<file path="src/rtl/wb_arbiter_pkg.sv">
// Shared types and helpers for the two-master Wishbone arbiter.
//   arb_state_t          : arbiter FSM state (idle, owned by master 0, owned by master 1)
//   DefaultTimeoutCycles : default watchdog limit
//   rr_pick()            : round-robin owner choice from the request pair and the last owner
package wb_arbiter_pkg;

    typedef enum logic [1:0] {
        StIdle = 2'd0,
        StOwn0 = 2'd1,
        StOwn1 = 2'd2
    } arb_state_t;

    localparam int unsigned DefaultTimeoutCycles = 1024;

    // Returns the index of the master to grant. On a tie the master that did not
    // own the bus last wins. The result is meaningless when req is 00.
    function automatic logic rr_pick(input logic [1:0] req, input logic last_owner);
        logic owner;
        owner = 1'b0;
        case (req)
            2'b01:   owner = 1'b0;
            2'b10:   owner = 1'b1;
            2'b11:   owner = ~last_owner;
            default: owner = 1'b0;
        endcase
        return owner;
    endfunction

endpackage

</file>
<file path="src/rtl/wb_timeout_watchdog.sv">
// Stall watchdog for the arbiter's slave port. Counts consecutive cycles in which the
// current owner strobes without an acknowledge and raises a one-cycle error pulse when
// the limit is reached, then starts counting again.
// Ports:
//   clk, rst_n : clock and synchronous active-low reset
//   cyc_i      : owner's bus tenure (low also means no owner / ownership change)
//   stb_i      : owner's raw strobe
//   ack_i      : slave acknowledge
//   err_o      : one-cycle error pulse (combinational, suppressed by ack)
module wb_timeout_watchdog #(
    parameter int unsigned TIMEOUT_CYCLES = 1024
) (
    input  logic clk,
    input  logic rst_n,
    input  logic cyc_i,
    input  logic stb_i,
    input  logic ack_i,
    output logic err_o
);

    localparam int unsigned CntW = (TIMEOUT_CYCLES > 2) ? $clog2(TIMEOUT_CYCLES) : 1;

    logic [CntW-1:0] count_q;
    logic [CntW-1:0] count_d;
    logic            stalled;

    // The owner's cyc drops on every cycle that leads to a state change, so gating with
    // cyc also clears the count across ownership changes.
    assign stalled = cyc_i & stb_i & ~ack_i;
    assign err_o   = stalled & (count_q == CntW'(TIMEOUT_CYCLES - 1));

    always_comb begin
        count_d = '0;
        if (stalled && !err_o) begin
            count_d = count_q + 1'b1;
        end
    end

    always_ff @(posedge clk) begin
        if (!rst_n) begin
            count_q <= '0;
        end else begin
            count_q <= count_d;
        end
    end

endmodule

</file>
<file path="src/rtl/wb_bus_arbiter.sv">
// Two-master Wishbone classic arbiter in front of a single slave port.
// Master 0 is the processor core, master 1 a controller-side agent (DMA, debug loader).
// The slave is granted for a whole tenure (cyc high); ties alternate round-robin and a
// releasing owner hands over directly to a waiting master without an idle bubble.
// Optional stall watchdog: define WB_ARBITER_TIMEOUT_EN to enable it.
// Ports:
//   clk, rst_n          : clock and synchronous active-low reset
//   mN_cyc_i..mN_data_i : master N request side (N = 0, 1)
//   mN_data_o           : slave read data, routed to both masters
//   mN_ack_o, mN_err_o  : acknowledge / watchdog error to master N
//   s_*                 : slave port
//   grant_o             : one-hot current owner, 00 when idle
module wb_bus_arbiter
    import wb_arbiter_pkg::*;
#(
    parameter int unsigned ADDR_WIDTH     = 32,
    parameter int unsigned DATA_WIDTH     = 32,
    parameter int unsigned TIMEOUT_CYCLES = DefaultTimeoutCycles
) (
    input  logic                  clk,
    input  logic                  rst_n,

    input  logic                  m0_cyc_i,
    input  logic                  m0_stb_i,
    input  logic                  m0_we_i,
    input  logic [ADDR_WIDTH-1:0] m0_addr_i,
    input  logic [DATA_WIDTH-1:0] m0_data_i,
    output logic [DATA_WIDTH-1:0] m0_data_o,
    output logic                  m0_ack_o,
    output logic                  m0_err_o,

    input  logic                  m1_cyc_i,
    input  logic                  m1_stb_i,
    input  logic                  m1_we_i,
    input  logic [ADDR_WIDTH-1:0] m1_addr_i,
    input  logic [DATA_WIDTH-1:0] m1_data_i,
    output logic [DATA_WIDTH-1:0] m1_data_o,
    output logic                  m1_ack_o,
    output logic                  m1_err_o,

    output logic                  s_cyc_o,
    output logic                  s_stb_o,
    output logic                  s_we_o,
    output logic [ADDR_WIDTH-1:0] s_addr_o,
    output logic [DATA_WIDTH-1:0] s_data_o,
    input  logic [DATA_WIDTH-1:0] s_data_i,
    input  logic                  s_ack_i,

    output logic [1:0]            grant_o
);

    arb_state_t state_q;
    logic       last_owner_q;
    logic [1:0] grant_q;
    logic       wd_err;

    assign m0_data_o = s_data_i;
    assign m1_data_o = s_data_i;
    assign grant_o   = grant_q;

    // Ownership FSM. The grant is registered alongside the state.
    always_ff @(posedge clk) begin
        if (!rst_n) begin
            state_q      <= StIdle;
            last_owner_q <= 1'b1;
            grant_q      <= 2'b00;
        end else begin
            case (state_q)
                StIdle: begin
                    if (m0_cyc_i || m1_cyc_i) begin
                        if (rr_pick({m1_cyc_i, m0_cyc_i}, last_owner_q)) begin
                            state_q <= StOwn1;
                            grant_q <= 2'b10;
                        end else begin
                            state_q <= StOwn0;
                            grant_q <= 2'b01;
                        end
                    end
                end
                StOwn0: begin
                    if (!m0_cyc_i) begin
                        last_owner_q <= 1'b0;
                        if (m1_cyc_i) begin
                            state_q <= StOwn1;
                            grant_q <= 2'b10;
                        end else begin
                            state_q <= StIdle;
                            grant_q <= 2'b00;
                        end
                    end
                end
                StOwn1: begin
                    if (!m1_cyc_i) begin
                        last_owner_q <= 1'b1;
                        if (m0_cyc_i) begin
                            state_q <= StOwn0;
                            grant_q <= 2'b01;
                        end else begin
                            state_q <= StIdle;
                            grant_q <= 2'b00;
                        end
                    end
                end
                default: begin
                    state_q <= StIdle;
                    grant_q <= 2'b00;
                end
            endcase
        end
    end

    // Bus routing: the owner sees the slave, everything else is held at zero.
    always_comb begin
        s_cyc_o  = 1'b0;
        s_stb_o  = 1'b0;
        s_we_o   = 1'b0;
        s_addr_o = '0;
        s_data_o = '0;
        m0_ack_o = 1'b0;
        m0_err_o = 1'b0;
        m1_ack_o = 1'b0;
        m1_err_o = 1'b0;
        case (state_q)
            StOwn0: begin
                s_cyc_o  = m0_cyc_i;
                s_stb_o  = m0_stb_i & ~wd_err;
                s_we_o   = m0_we_i;
                s_addr_o = m0_addr_i;
                s_data_o = m0_data_i;
                m0_ack_o = s_ack_i;
                m0_err_o = wd_err;
            end
            StOwn1: begin
                s_cyc_o  = m1_cyc_i;
                s_stb_o  = m1_stb_i & ~wd_err;
                s_we_o   = m1_we_i;
                s_addr_o = m1_addr_i;
                s_data_o = m1_data_i;
                m1_ack_o = s_ack_i;
                m1_err_o = wd_err;
            end
            default: ;
        endcase
    end

`ifdef WB_ARBITER_TIMEOUT_EN
    logic own_cyc;
    logic own_stb;

    // Raw owner strobe, taken before the watchdog masks it to avoid a feedback path.
    always_comb begin
        own_cyc = 1'b0;
        own_stb = 1'b0;
        case (state_q)
            StOwn0: begin
                own_cyc = m0_cyc_i;
                own_stb = m0_stb_i;
            end
            StOwn1: begin
                own_cyc = m1_cyc_i;
                own_stb = m1_stb_i;
            end
            default: ;
        endcase
    end

    wb_timeout_watchdog #(
        .TIMEOUT_CYCLES (TIMEOUT_CYCLES)
    ) u_watchdog (
        .clk   (clk),
        .rst_n (rst_n),
        .cyc_i (own_cyc),
        .stb_i (own_stb),
        .ack_i (s_ack_i),
        .err_o (wd_err)
    );
`else
    assign wd_err = 1'b0;

    logic unused_timeout_cfg;
    assign unused_timeout_cfg = ^TIMEOUT_CYCLES;
`endif

endmodule

</file>
<file path="config.mk">
export PLATFORM = sky130hd
export DESIGN_NAME = wb_bus_arbiter
export DESIGN_NICKNAME = d
export VERILOG_FILES = /design/src/rtl/wb_arbiter_pkg.sv /design/src/rtl/wb_timeout_watchdog.sv /design/src/rtl/wb_bus_arbiter.sv
export SDC_FILE = /design/constraint.sdc
export NUM_CORES = 1
export LEC_CHECK = 0
export CAP_MARGIN = 20
export CORE_AREA = 2 2 120 122
export DETAILED_ROUTE_END_ITERATION = 12
export DIE_AREA = 0 0 122 124
export GPL_ROUTABILITY_DRIVEN = 0
export HOLD_SLACK_MARGIN = 0.1
export PLACE_DENSITY_LB_ADDON = 0.15
export SLEW_MARGIN = 0
export SYNTH_ARGS = -nofsm -noshare
export SYNTH_HDL_FRONTEND = slang
export SYNTH_SLANG_ARGS = --single-unit
</file>
<file path="constraint.sdc">
create_clock -name clk -period 2.6 [get_ports clk]
set_clock_uncertainty 0.1 [all_clocks]
set_input_delay 0.52 -clock clk [delete_from_list [all_inputs] [get_ports clk]]
set_output_delay 0.52 -clock clk [all_outputs]
set_load 0.02 [all_outputs]
</file>
==> results of run 1 <==
cell usage in the layout (no fill, tap or decap):
| cell | instances |
|---|---|
| o21ai_0 | 2 |
| a22oi_1 | 66 |
| a22oi_2 | 1 |
| dlygate4sd2_1 | 62 |
| nor2_1 | 2 |
| and4bb_2 | 1 |
| dlymetal6s2s_1 | 1 |
| nand2_1 | 2 |
| and4bb_1 | 1 |
| a21boi_0 | 1 |
| buf_12 | 5 |
| clkbuf_16 | 4 |
| inv_1 | 3 |
| dfxtp_1 | 3 |
| o211ai_1 | 1 |
| o22ai_1 | 1 |
| ha_4 | 1 |
| o21ai_1 | 2 |
| a21oi_1 | 2 |
| buf_4 | 8 |
| ha_2 | 1 |
| nor2b_1 | 67 |
| clkbuf_2 | 1 |
| nand2b_1 | 1 |
| and2_1 | 2 |
| clkbuf_1 | 1 |
| clkdlybuf4s15_1 | 3 |
| clkdlybuf4s50_1 | 140 |
| conb_1 | 2 |
| ha_1 | 2 |
| a21boi_2 | 1 |
how the worst min path moves through the flow:
stage | endpoint | slack [ns] | depth (start not counted)
final | last_owner_q | 0.44 | 2
after global placement | last_owner_q | 0.43 | 2
after detailed placement | last_owner_q | 0.43 | 2
after floorplan | last_owner_q | 0.40 | 2
after global routing | last_owner_q | 0.51 | 2
after CTS | last_owner_q | 0.44 | 2
repair_timing:
| action | in CTS | in global routing |
|---|---|---|
| endpoints found under the hold margin | 0 | 0 |
| setup endpoints to repair | 67 | 2 |
| cloned | 0 | 1 |
| resized for setup | 66 | 7 |
per-stage QoR:
| step | setup slack, ns | util |
|---|---|---|
| final | 0.09306 | 0.2678 |
| after CTS | -0.1365 | 0.2650 |
| after detailed placement | 0.09859 | 0.2653 |
| after global routing | -0.001572 | 0.2678 |
| after global placement | 0.1083 | 0.2653 |
| after floorplan | 0.4333 | - |
layout make-up:
cell class | instances | area (um2)
Clock buffer | 4 | 78.83
Fill cell | 1509 | 10050
Inverter | 3 | 11.26
Multi-Input combinational cell | 159 | 1121
Sequential cell | 3 | 60.06
Tap cell | 180 | 225.2
Timing Repair Buffer | 221 | 2177
registers in the layout, summed over array words and instances (netlist names):
name / flops
grant_o: 2
last_owner_q: 1
layer usage:
| metal | vias up | share of wire |
|---|---|---|
| met5 | - | 0 |
| met4 | 0 | 0.033 |
| met3 | 29 | 0.13 |
| met2 | 138 | 0.51 |
| met1 | 982 | 0.32 |
| li1 | 1089 | - |
where the power goes:
part / total, mW / switching [mW] / internal (mW)
clock: 0.246 / 0.0438 / 0.203
combinational: 0.892 / 0.402 / 0.490
sequential: 0.0601 / 0.00732 / 0.0528
worst reg2reg max path, stage by stage, from the launching register on:
cell and delay, ns:
dfxtp_1 0.40, inv_1 0.09, ha_2 0.24, buf_12 0.18, a22oi_2 0.19, a21boi_2 0.21
o22ai_1 0.10
kinds of logic (layout without fill, tap and decap cells):
group                    after synthesis  after routing
buffers and inverters                 92            228
AO/OA/AOI/OAI                         77             77
AND/OR/NAND/NOR                       76             76
adder cells (fa/ha/maj)                4              4
flip-flops                             3              3
other                                  1              2
==> run metrics, run 1 <==
Slew Limit Fails=0; Crit. End Element=output port; Final period util=0.9642; setup violators final=0; Clock Tree Buf Depth=2; family with the most delay on the worst path=buffers and inverters; reg-to-reg endpoint=grant_o[0]; core box area=13720 um2; VDD IR-drop max=201.6 uV; Synth Instances=253; antenna violations before repair=0; H-Tree Depth=1; slowest CP cell=clkdlybuf4s50_1; FF-to-FF path depth=6; number of flops mapped to enable cells by yosys=0; CP Launch Type=register; xor/xnor share of the synthesized area=0; drt via density=3.926; reg2reg setup slack=0.96 ns; post-DR wirelength/cell=14.90 um; Leak Pwr=1.481 nW; pwr dens=326.1 nW/um2; IO buf count=207; Final Cell Area=3674 um2; largest family of logic cells by synthesized area=buffers and inverters; post-synthesis mux area share=0; fin cells=570; ys async rst share=0; WP buf/inv=3; share of layout cells above drive strength 1=0.05897; Avg Synthesized Cell Area=7.107 um2; Cell Chain, Critical Path=inv_1 -> ha_2 -> buf_12 -> and2_1 -> clkdlybuf4s50_1; Die H=124 um; dominant synthesized flop cell=dfxtp_1; Worst Path Arrival=1.89 ns; status=completed; max incr delay on CP=0.60 ns; post-synthesis adder-cell area fraction=0.02784; Synth Register Bits=3; origin of the worst setup path=grant_o[0]; ANT cells=0; placed wire-length estimate=6.543 mm; Hold-fix buffers, CTS=0; chip width=122 um; Final Power=1.198 mW; Synth Area in Simple Gates=0.2658; worst reg2reg startpoint=grant_o[0]; top cell type by total area after synthesis=buf_4; Initial Util=0.1311; met1 Use GR=0.08866; CTS tree=done; met3 GRT Util=0.04258; met2 Track Usage GR=0.1913; Global Route Usage Sum=0.09912; critical path depth=5; I/O pins=306; Top Usage Layer GRT=met2; Final Critical Period=2.507 ns; # rows=43; Nets=564; CTS root buf=clkbuf_16; largest net degree at the start of global routing=68; DRC Markers=0; worst skew pair latency=0.22 ns; first-pass GRT wire length=11.71 mm; top cells by count, synth=buf_4 (68), nor2b_1 (67), a22oi_1 (66); Final Hold Viols=0; Iter 0 DRT Violations=84; Netlist cell types=24; DRT Pass-1 Iters=4; Area Growth Syn to Fin=104.3%; max_cap viols=0; mapped cell area=1798 um2; CP Data Required Time=1.98 ns; DRT Wirelength=8.494 mm; Crit Path Category=register to output port; synth warn=0; placed instance area=3640 um2; total overflow reported by the global router=0; CP max FO=31; Area contributors post-synth=buf_4 (28%), a22oi_1 (28%), nor2b_1 (23%); final hold slack=0.4438 ns; Highest Clock Rate=398.9 MHz; post-synth top area share=0.2839; Seq/Total Area, Yosys=0.03340; Die Area=15130 um2; Num CTS Buffers=3; most common cell in the netlist=buf_4; CTS clk-pin slew, worst paths=0.03 ns; vias in the first global route=2278; Clock Sinks=3; antenna-violating nets left=0; TNS Setup=0 ns; worst hold-check path type=register to register; Post-Place Cells=565; Min-Delay Startpoint=last_owner_q; Critical Path End=m1_ack_o; Synth Area in Compound Gates=0.3173; Post-CTS Setup Inserts=0; Vias=2238
No activity file was read; power rests on OpenSTA's default activity.
==> run 2, diff against run 1 <==
--- a/config.mk
+++ b/config.mk
@@ -11,7 +11,6 @@
 export DIE_AREA = 0 0 122 124
 export GPL_ROUTABILITY_DRIVEN = 0
 export HOLD_SLACK_MARGIN = 0.1
-export PLACE_DENSITY_LB_ADDON = 0.15
 export SLEW_MARGIN = 0
 export SYNTH_ARGS = -nofsm -noshare
 export SYNTH_HDL_FRONTEND = slang
==> run 2 against run 1 <==
Fmax is 0.44% higher. Wire length fell by 9.0%. Final cell count fell by 1.4%. Die area unchanged. Sequential share of layout area barely moved. Combinational power is 5.9% lower. Via count rose by 1.6%. Worst setup slack improved by 0.011 ns. Sequential cell count stayed put. Count of clock-buffer cells in the layout is the same. Worst hold slack got worse by 0.020 ns. Critical path type unchanged. Largest cell class unchanged. Largest power group unchanged.
==> run metrics, run 2 (synthesis results as in run 1) <==
status=completed (unchanged); flip-flop count of the largest register after layout=2 (unchanged); Fill cells=1537 (was 1509); Setup WS pre-CTS=0.003527 ns (was 0.09859 ns); Leak Pwr=1.424 nW (was 1.481 nW); vias in the first global route=2249 (was 2278); Clock Tree Buf Depth=2 (unchanged); CP max FO=40 (was 31); pwr dens=320.2 nW/um2 (was 326.1 nW/um2); placed wire-length estimate=6.465 mm (was 6.543 mm); FF-to-FF path depth=6 (unchanged); Net Sw Frac=0.3758 (was 0.3782); DRC Markers=0 (unchanged); ANT cells=0 (unchanged); post-DR wirelength/cell=13.75 um (was 14.90 um); max_cap viols=0 (unchanged); CTS tree=done (unchanged); IO buf count=207 (unchanged); VDD IR-drop max=212.2 uV (was 201.6 uV); CP Launch Type=register (unchanged); DRT Pass-1 Iters=4 (unchanged); most frequent cells in the layout=clkdlybuf4s50_1 (140), nor2b_1 (67), a22oi_1 (66) (unchanged); Post-CTS Setup Inserts=0 (unchanged); Post-Place Cells=558 (was 565); reg-to-reg endpoint=grant_o[0] (unchanged); Multi-input gate area=1114 um2 (was 1121 um2); Critical Path End=m1_ack_o (unchanged); total overflow reported by the global router=0 (unchanged); Iter 0 DRT Violations=54 (was 84); largest net degree at the start of global routing=42 (was 68); Die H=124 um (unchanged); NetSw=0.4307 mW (was 0.4532 mW); # rows=43 (unchanged); Int Power=0.7155 mW (was 0.7449 mW); RSZ-0062 raised after global routing=false; Crit Path Category=register to output port (unchanged); Global Route Usage Sum=0.09141 (was 0.09912); share of layout cells above drive strength 1=0.04188 (was 0.05897); CTS root buf=clkbuf_16 (unchanged); TNS Setup=0 ns (unchanged); drt via density=4.044 (was 3.926); Final Critical Period=2.496 ns (was 2.507 ns); Final Hold Viols=0 (unchanged); Slew Limit Fails=0 (unchanged); core box area=13720 um2 (unchanged); min setup slack post-route=0.1039 ns (was 0.09306 ns); fin cells=562 (was 570); first-pass GRT wire length=11.16 mm (was 11.71 mm); Die Area=15130 um2 (unchanged); Worst Path Arrival=1.88 ns (was 1.89 ns); most common cell after layout, fill and taps aside=clkdlybuf4s50_1 (unchanged); H-Tree Depth=1 (unchanged); Initial Util=0.1311 (unchanged); Vias=2273 (was 2238); Reg area=60.06 um2 (unchanged); Final period util=0.9600 (was 0.9642); Crit. End Element=output port (unchanged); CTS clk-pin slew, worst paths=0.03 ns (about the same); antenna-violating nets left=0 (unchanged); Area Growth Syn to Fin=99.10% (was 104.3%); worst reg2reg startpoint=grant_o[0] (unchanged); Clock Sinks=3 (unchanged); setup violators final=0 (unchanged); Final Power=1.146 mW (was 1.198 mW); sequential share of power=0.053 (was 0.050); CP Data Required Time=1.98 ns (about the same); clock network power share=0.215 (was 0.206); origin of the worst setup path=grant_o[0] (unchanged); I/O pins=306 (unchanged); worst skew pair latency=0.22 ns (about the same); Comb power frac=0.732 (was 0.744); reg2reg setup slack=0.96 ns (about the same); Nets=556 (was 564); chip width=122 um (unchanged); DRT Wirelength=7.727 mm (was 8.494 mm); Hold-fix buffers, CTS=0 (unchanged); Num CTS Buffers=3 (unchanged); worst hold-check path type=register to register (unchanged); antenna violations before repair=0 (unchanged); Highest Clock Rate=400.6 MHz (was 398.9 MHz)
-- run 2: how the worst min path moves through the flow --
stage | start | to | depth (start not counted)
2_1_floorplan | last_owner_q | last_owner_q | 2
3_3_place_gp | grant_o[1] | grant_o[1] | 2
3_5_place_dp | grant_o[1] | grant_o[1] | 2
4_1_cts | grant_o[1] | grant_o[1] | 2
5_1_grt | last_owner_q | last_owner_q | 2
6_report | grant_o[1] | grant_o[1] | 2
-- run 2: layer usage --
metal  global-route usage  vias to the layer above  wire (um)  part of all wire
met3              0.02473                       25        933              0.12
met2               0.1725                      142       3870              0.50
met1               0.1018                     1033       2819              0.36
met4              0.02083                        0        104             0.013
li1                     -                     1073          -                 -
met5                    0                        -          0                 0
-- run 2: layout make-up --
class,instances,area share
well taps,180,0.06292
repair buffers,213,0.5841
clock buffers,4,0.02202
flip-flops and latches,3,0.01678
inverters,3,0.003146
multi-input cells,159,0.3111
-- run 2: worst max-delay path, stage by stage (launching register included) --
cell and delay (ns):
dfxtp_1 0.35, inv_1 0.11, ha_2 0.22, buf_12 0.20, and2_1 0.15, clkdlybuf4s50_1 0.62
-- run 2: what timing repair did --
| action | in CTS | in global routing |
|---|---|---|
| setup endpoints to repair | 66 | 1 |
| cloned | 0 | 0 |
| gates resized for setup | 68 | 1 |
-- run 2: per-stage QoR --
| step | util | area [um2] | hold WS [ns] |
|---|---|---|---|
| after floorplan | - | 1802 | 0.4013 |
| after global placement | 0.2606 | 3575 | 0.4015 |
| after detailed placement | 0.2606 | 3575 | 0.4212 |
| after CTS | 0.2608 | 3578 | 0.4289 |
| after global routing | 0.2609 | 3580 | 0.4857 |
| final | 0.2609 | 3580 | 0.4234 |
-- run 2: power by group through the flow --
stage          clock [mW]  combinational, mW  sequential [mW]
2_1_floorplan           0              0.584           0.0643
3_3_place_gp            0              0.875           0.0602
3_5_place_dp            0              0.887           0.0617
4_1_cts             0.249              0.849           0.0609
5_1_grt             0.253              0.906           0.0624
6_report            0.246              0.839           0.0610
==> run 3, diff against run 2 <==
--- a/config.mk
+++ b/config.mk
@@ -5,6 +5,7 @@
 export SDC_FILE = /design/constraint.sdc
 export NUM_CORES = 1
 export LEC_CHECK = 0
+export ABC_AREA = 1
 export CAP_MARGIN = 20
 export CORE_AREA = 2 2 120 122
 export DETAILED_ROUTE_END_ITERATION = 12
==> run 3 against run 2 <==
Fmax is 2.7% higher. Count of clock-buffer cells in the layout stayed put. Final area is 3.9% higher. Critical path type unchanged. Final cell count is 15% higher. Utilization is 1.0 points higher. Sequential share of layout area is 0.063 points lower. Area after synthesis is 3.9% lower. Clock power is 2% lower.
==> run metrics, run 3 <==
Die H=124 um (unchanged); share of layout cells above drive strength 1=0.04506 (was 0.04188); top cells by count, synth=nand2_1 (148), buf_4 (69), a21oi_1 (68) (was buf_4 (68), nor2b_1 (67), a22oi_1 (66)); fin cells=646 (was 562); Iter 0 DRT Violations=74 (was 54); Seq/Total Area, Yosys=0.03476 (was 0.03340); Crit Path Category=register to output port (unchanged); CTS tree=done (unchanged); Slew Limit Fails=0 (unchanged); Clock Sinks=3 (unchanged); top cell type by total area after synthesis=nand2_1 (was buf_4); H-Tree Depth=1 (unchanged); Global Route Usage Sum=0.08639 (was 0.09141); Min-Delay Startpoint=last_owner_q (was grant_o[1]); # rows=43 (unchanged); IO buf count=207 (unchanged); Fill cells=1560 (was 1537); Cells on Worst Hold Path=2 (unchanged); largest net degree at the start of global routing=44 (was 42); worst skew pair latency=0.22 ns (about the same); Crit. End Element=output port (unchanged); Highest Clock Rate=411.5 MHz (was 400.6 MHz); most common cell after layout, fill and taps aside=nand2_1 (was clkdlybuf4s50_1); Area Growth Syn to Fin=115.3% (was 99.10%); Vias=2431 (was 2273); Nets=640 (was 556); reg-to-reg endpoint=grant_o[0] (unchanged); Worst Path Arrival=1.81 ns (was 1.88 ns); dominant synthesized flop cell=dfxtp_1 (unchanged); Setup WS pre-CTS=0.06256 ns (was 0.003527 ns); Num CTS Buffers=3 (unchanged); core box area=13720 um2 (unchanged); worst hold-check path type=register to register (unchanged); CP max FO=39 (was 40); setup violators final=0 (unchanged); hold path endpoint=last_owner_q (was grant_o[1]); Cell Chain, Critical Path=inv_1 -> ha_2 -> buf_12 -> nand2_1 -> inv_1 -> clkdlybuf4s50_1 (was inv_1 -> ha_2 -> buf_12 -> and2_1 -> clkdlybuf4s50_1); reg2reg setup slack=0.95 ns (was 0.96 ns); Die Area=15130 um2 (unchanged); slowest CP cell=clkdlybuf4s50_1 (unchanged); Final period util=0.9346 (was 0.9600); Final Power=1.764 mW (was 1.146 mW); end-of-flow core utilization=0.2711 (was 0.2609); CP Data Required Time=1.98 ns (about the same); Hold-fix buffers, CTS=0 (unchanged); RSZ-0062 raised after global routing=false (unchanged); status=completed (unchanged); ANT cells=0 (unchanged); min setup slack post-route=0.1700 ns (was 0.1039 ns); first-pass GRT wire length=10.66 mm (was 11.16 mm); Synth Register Bits=3 (unchanged); Avg Synthesized Cell Area=5.205 um2 (was 7.107 um2); Area contributors post-synth=nand2_1 (32%), buf_4 (30%), a21oi_1 (20%) (was buf_4 (28%), a22oi_1 (28%), nor2b_1 (23%)); most common cell in the netlist=nand2_1 (was buf_4); DRC Markers=0 (unchanged); FF-to-FF path depth=10 (was 6); post-DR wirelength/cell=11.65 um (was 13.75 um); max_cap viols=0 (unchanged); most frequent CP cell=inv_1; placed wire-length estimate=5.947 mm (was 6.465 mm); antenna-violating nets left=0 (unchanged); total overflow reported by the global router=0 (unchanged); max incr delay on CP=0.59 ns (was 0.62 ns); synth warn=0 (unchanged); mapped cell area=1728 um2 (was 1798 um2); TNS Setup=0 ns (unchanged); number of flops mapped to enable cells by yosys=0 (unchanged); I/O pins=306 (unchanged); VDD IR-drop max=429.6 uV (was 212.2 uV); worst reg2reg startpoint=grant_o[0] (unchanged); drt via density=3.763 (was 4.044); Final Hold Viols=0 (unchanged); most frequent cells in the layout=nand2_1 (148), clkdlybuf4s50_1 (140), a21oi_1 (68) (was clkdlybuf4s50_1 (140), nor2b_1 (67), a22oi_1 (66)); Initial Util=0.1259 (was 0.1311); Final Critical Period=2.430 ns (was 2.496 ns); Post-Place Cells=642 (was 558); antenna violations before repair=0 (unchanged); DRT Pass-1 Iters=4 (unchanged); CTS root buf=clkbuf_16 (unchanged); flip-flop count of the largest register after layout=2 (unchanged); post-synth top area share=0.3215 (was 0.2839); Netlist cell types=15 (was 24); ys async rst share=0 (unchanged); Synth Instances=332 (was 253); DRT Wirelength=7.527 mm (was 7.727 mm); CP Launch Type=register (unchanged); Clock Tree Buf Depth=2 (unchanged); Leak Pwr=2.116 nW (was 1.424 nW); pwr dens=474.1 nW/um2 (was 320.2 nW/um2); chip width=122 um (unchanged); vias in the first global route=2233 (was 2249); CTS clk-pin slew, worst paths=0.03 ns (about the same)
## run 3: cell count changes after synthesis, sizes merged, moves of 3 or more
cell   change
a21oi     +66
nand3      +4
o21ai      -3
nand2    +148
inv        +6
a22oi     -67
nor2b     -67
## run 3: worst max path at each step
stage	start	endpoint	slack [ns]
2_1_floorplan	grant_o[0]	s_addr_o[0]	0.38
3_3_place_gp	m1_cyc_i	s_cyc_o	0.07
3_5_place_dp	m1_cyc_i	s_cyc_o	0.06
4_1_cts	grant_o[0]	s_addr_o[10]	0.0002
5_1_grt	grant_o[0]	m1_ack_o	0.06
6_report	grant_o[0]	m1_ack_o	0.17
## run 3: cell type report
| class | instances | area (um2) | share of cell area |
|---|---|---|---|
| tap | 180 | 225.2 | 0.06054 |
| multi-input combinational | 232 | 1011 | 0.2718 |
| timing repair buffer | 218 | 2311 | 0.6213 |
| sequential | 3 | 60.06 | 0.01615 |
| inverter | 9 | 33.78 | 0.009082 |
| clock buffer | 4 | 78.83 | 0.02119 |
## run 3: timing repair
item,CTS,global route
gates resized for setup,23,44
setup endpoints to repair,23,44
setup buffers,0,0
## run 3: kinds of logic after synthesis
family,count (synthesis),share of synthesized area
and+or+nand+nor,157,0.3468
buffers and inverters,98,0.3852
AOI/OAI and AO/OA,69,0.2020
adders and majority gates,4,0.02897
DFF,3,0.03476
other,1,0.002170
## run 3: metal layers
layer / up-vias / wire, um / global-route usage
li1: 1240 / - / -
met1: 1018 / 2783 / 0.09715
met2: 148 / 3812 / 0.1592
met3: 25 / 728 / 0.02015
met4: 0 / 203 / 0.03017
met5: - / 0 / 0
## run 3: critical path: cells and delay by family (launching register included)
kind | cells | cell delay, ns
buf+inv | 4 | 0.94
simple gates | 1 | 0.07
fa+ha+maj | 1 | 0.24
flops | 1 | 0.32
## run 3: through the flow
step	cell area, um2	hold WS (ns)
after detailed placement	3560	0.3612
after global placement	3560	0.3591
final	3720	0.3675
after floorplan	1732	0.3282
after CTS	3610	0.3780
after global routing	3720	0.4027
## run 3: report_power, final
group | switching [mW] | total [mW] | internal [mW] | leakage (nW)
logic | 0.811 | 1.45 | 0.643 | 2.05
clock network | 0.0385 | 0.241 | 0.202 | 0.0382
registers | 0.0104 | 0.0696 | 0.0592 | 0.0247
==> patch: new RTL, flow settings as in run 1 <==
Make the reset (`rst_n`) asynchronous in one clocked block. Comments in the files are not updated.
--- a/src/rtl/wb_bus_arbiter.sv
+++ b/src/rtl/wb_bus_arbiter.sv
@@ -59,7 +59,7 @@
     assign grant_o   = grant_q;
 
     // Ownership FSM. The grant is registered alongside the state.
-    always_ff @(posedge clk) begin
+    always_ff @(posedge clk or negedge rst_n) begin
         if (!rst_n) begin
             state_q      <= StIdle;
             last_owner_q <= 1'b1;
Formal check against the unedited RTL: differs if rst_n is asserted again (counterexample within 4 cycles, from zero or initial values and one cycle with rst_n low); with rst_n held inactive, the same outputs for 10 cycles.
==> patch against run 1 <==
- final cell count shrank 0.88%
- largest cell class unchanged
- synthesized area shrank 0.49%
- sequential cell count is the same
- die area is the same
- design area shrank 1.5%
- worst setup slack lost 0.0012 ns
- wire length shrank 4.9%
Power is not compared: it rests on default switching activity, and its combinational part moved more than twofold at a synthesized area within 25%.
==> patch: results (changes against run 1) <==
status: "finished, final reports clean"  # unchanged
swShare: 0.495
antenna_found_initial: 0  # unchanged
cts_resized: 67  # was 66
max_stage_delay_ns: 0.60  # about the same
ys_top_cells_by_area: "a22oi_1 28%, buf_4 28%, nor2b_1 23%"  # was buf_4 28%, a22oi_1 28%, nor2b_1 23%
layout-drive-gt1-share: 0.0519  # was 0.0590
drt-initial-drc-count: 48  # was 84
wl_met1_um: 2840  # was 2740 µm
synth-main-ff-cell: "dfrtp_1"  # was dfxtp_1
grt_pass1_vias: 2351  # was 2278
avgSynthCellArea_um2: 7.16  # was 7.11 µm²
gr-usage-met3: 0.0307  # was 0.0426
reg2reg_from: "grant_o[0]"  # unchanged
critPathArrivalTime_ns: 1.89  # about the same
synth_fa_ha_area_frac: 0.0280  # was 0.0278
htreeDepth: 1  # unchanged
yosys_warnings: 0  # unchanged
met2_usage: 0.194  # was 0.191
synth_compound_area_frac: 0.308  # was 0.317
hold_class: "input port to async pin"  # was flip-flop to flip-flop
nets: 559  # was 564
fin_cells: 565  # was 570
reg2reg_to: "grant_o[0]"  # unchanged
grt_pass1_wl_um: 11600  # was 11700 µm
wl_um: 8080  # was 8490 µm
viasPerCell: 3.98  # was 3.93
dr_wl_met2_um: 4230  # was 4350 µm
gr-usage-all-layers: 0.0952  # was 0.0991
synthMuxAreaShare: 0.00559  # was 0
cp_max_fo: 16  # was 31
drcViolationCount: 0  # unchanged
dpl.hpwl_um: 6520  # was 6540 µm
yosysSeqAreaShare: 0.0427  # was 0.0334
ys_top_cells_by_count: "67 x nor2b_1, 66 x a22oi_1, 66 x buf_4"  # was 68 x buf_4, 67 x nor2b_1, 66 x a22oi_1
reg2reg_slack_ns: 0.91  # was 0.96 ns
dr_wl_met3_um: 867  # was 1130 µm
slowest_stage: "clkdlybuf4s50_1"  # unchanged
fillerInstances: 1568  # was 1509
grt_max_degree: 41  # was 68
grtUsageMet1: 0.0923  # was 0.0887
rr_worst_depth: 6  # unchanged
synth-async-reset-ratio: 1.00  # was 0
ys_types: 22  # was 24
==> patch: metrics by stage <==
step / area (µm²) / hold slack (ns) / worst slack [ns]
after detailed placement: 3620 / 0.444 / 0.0914
after global placement: 3620 / 0.447 / 0.110
final: 3620 / 0.381 / 0.0919
after global routing: 3620 / 0.392 / 0.000898
after floorplan: 1790 / 0.124 / 0.360
after CTS: 3610 / 0.382 / 0.0553
==> patch: power groups by stage <==
stage               clock [mW]  sequential, mW  combinational, mW
finish                   0.245          0.0953               2.80
global route             0.252           0.100               3.05
CTS                      0.252          0.0958               2.84
detailed placement           0          0.0963               3.08
global placement             0          0.0953               3.10
floorplan                    0           0.114               1.86
==> patch: final cells by class <==
cell class / count / share of cell area
Clock buffer: 4 / 0.0218
Inverter: 4 / 0.00415
Multi-Input combinational cell: 155 / 0.301
Sequential cell: 3 / 0.0211
Tap cell: 180 / 0.0623
Timing Repair Buffer: 219 / 0.589
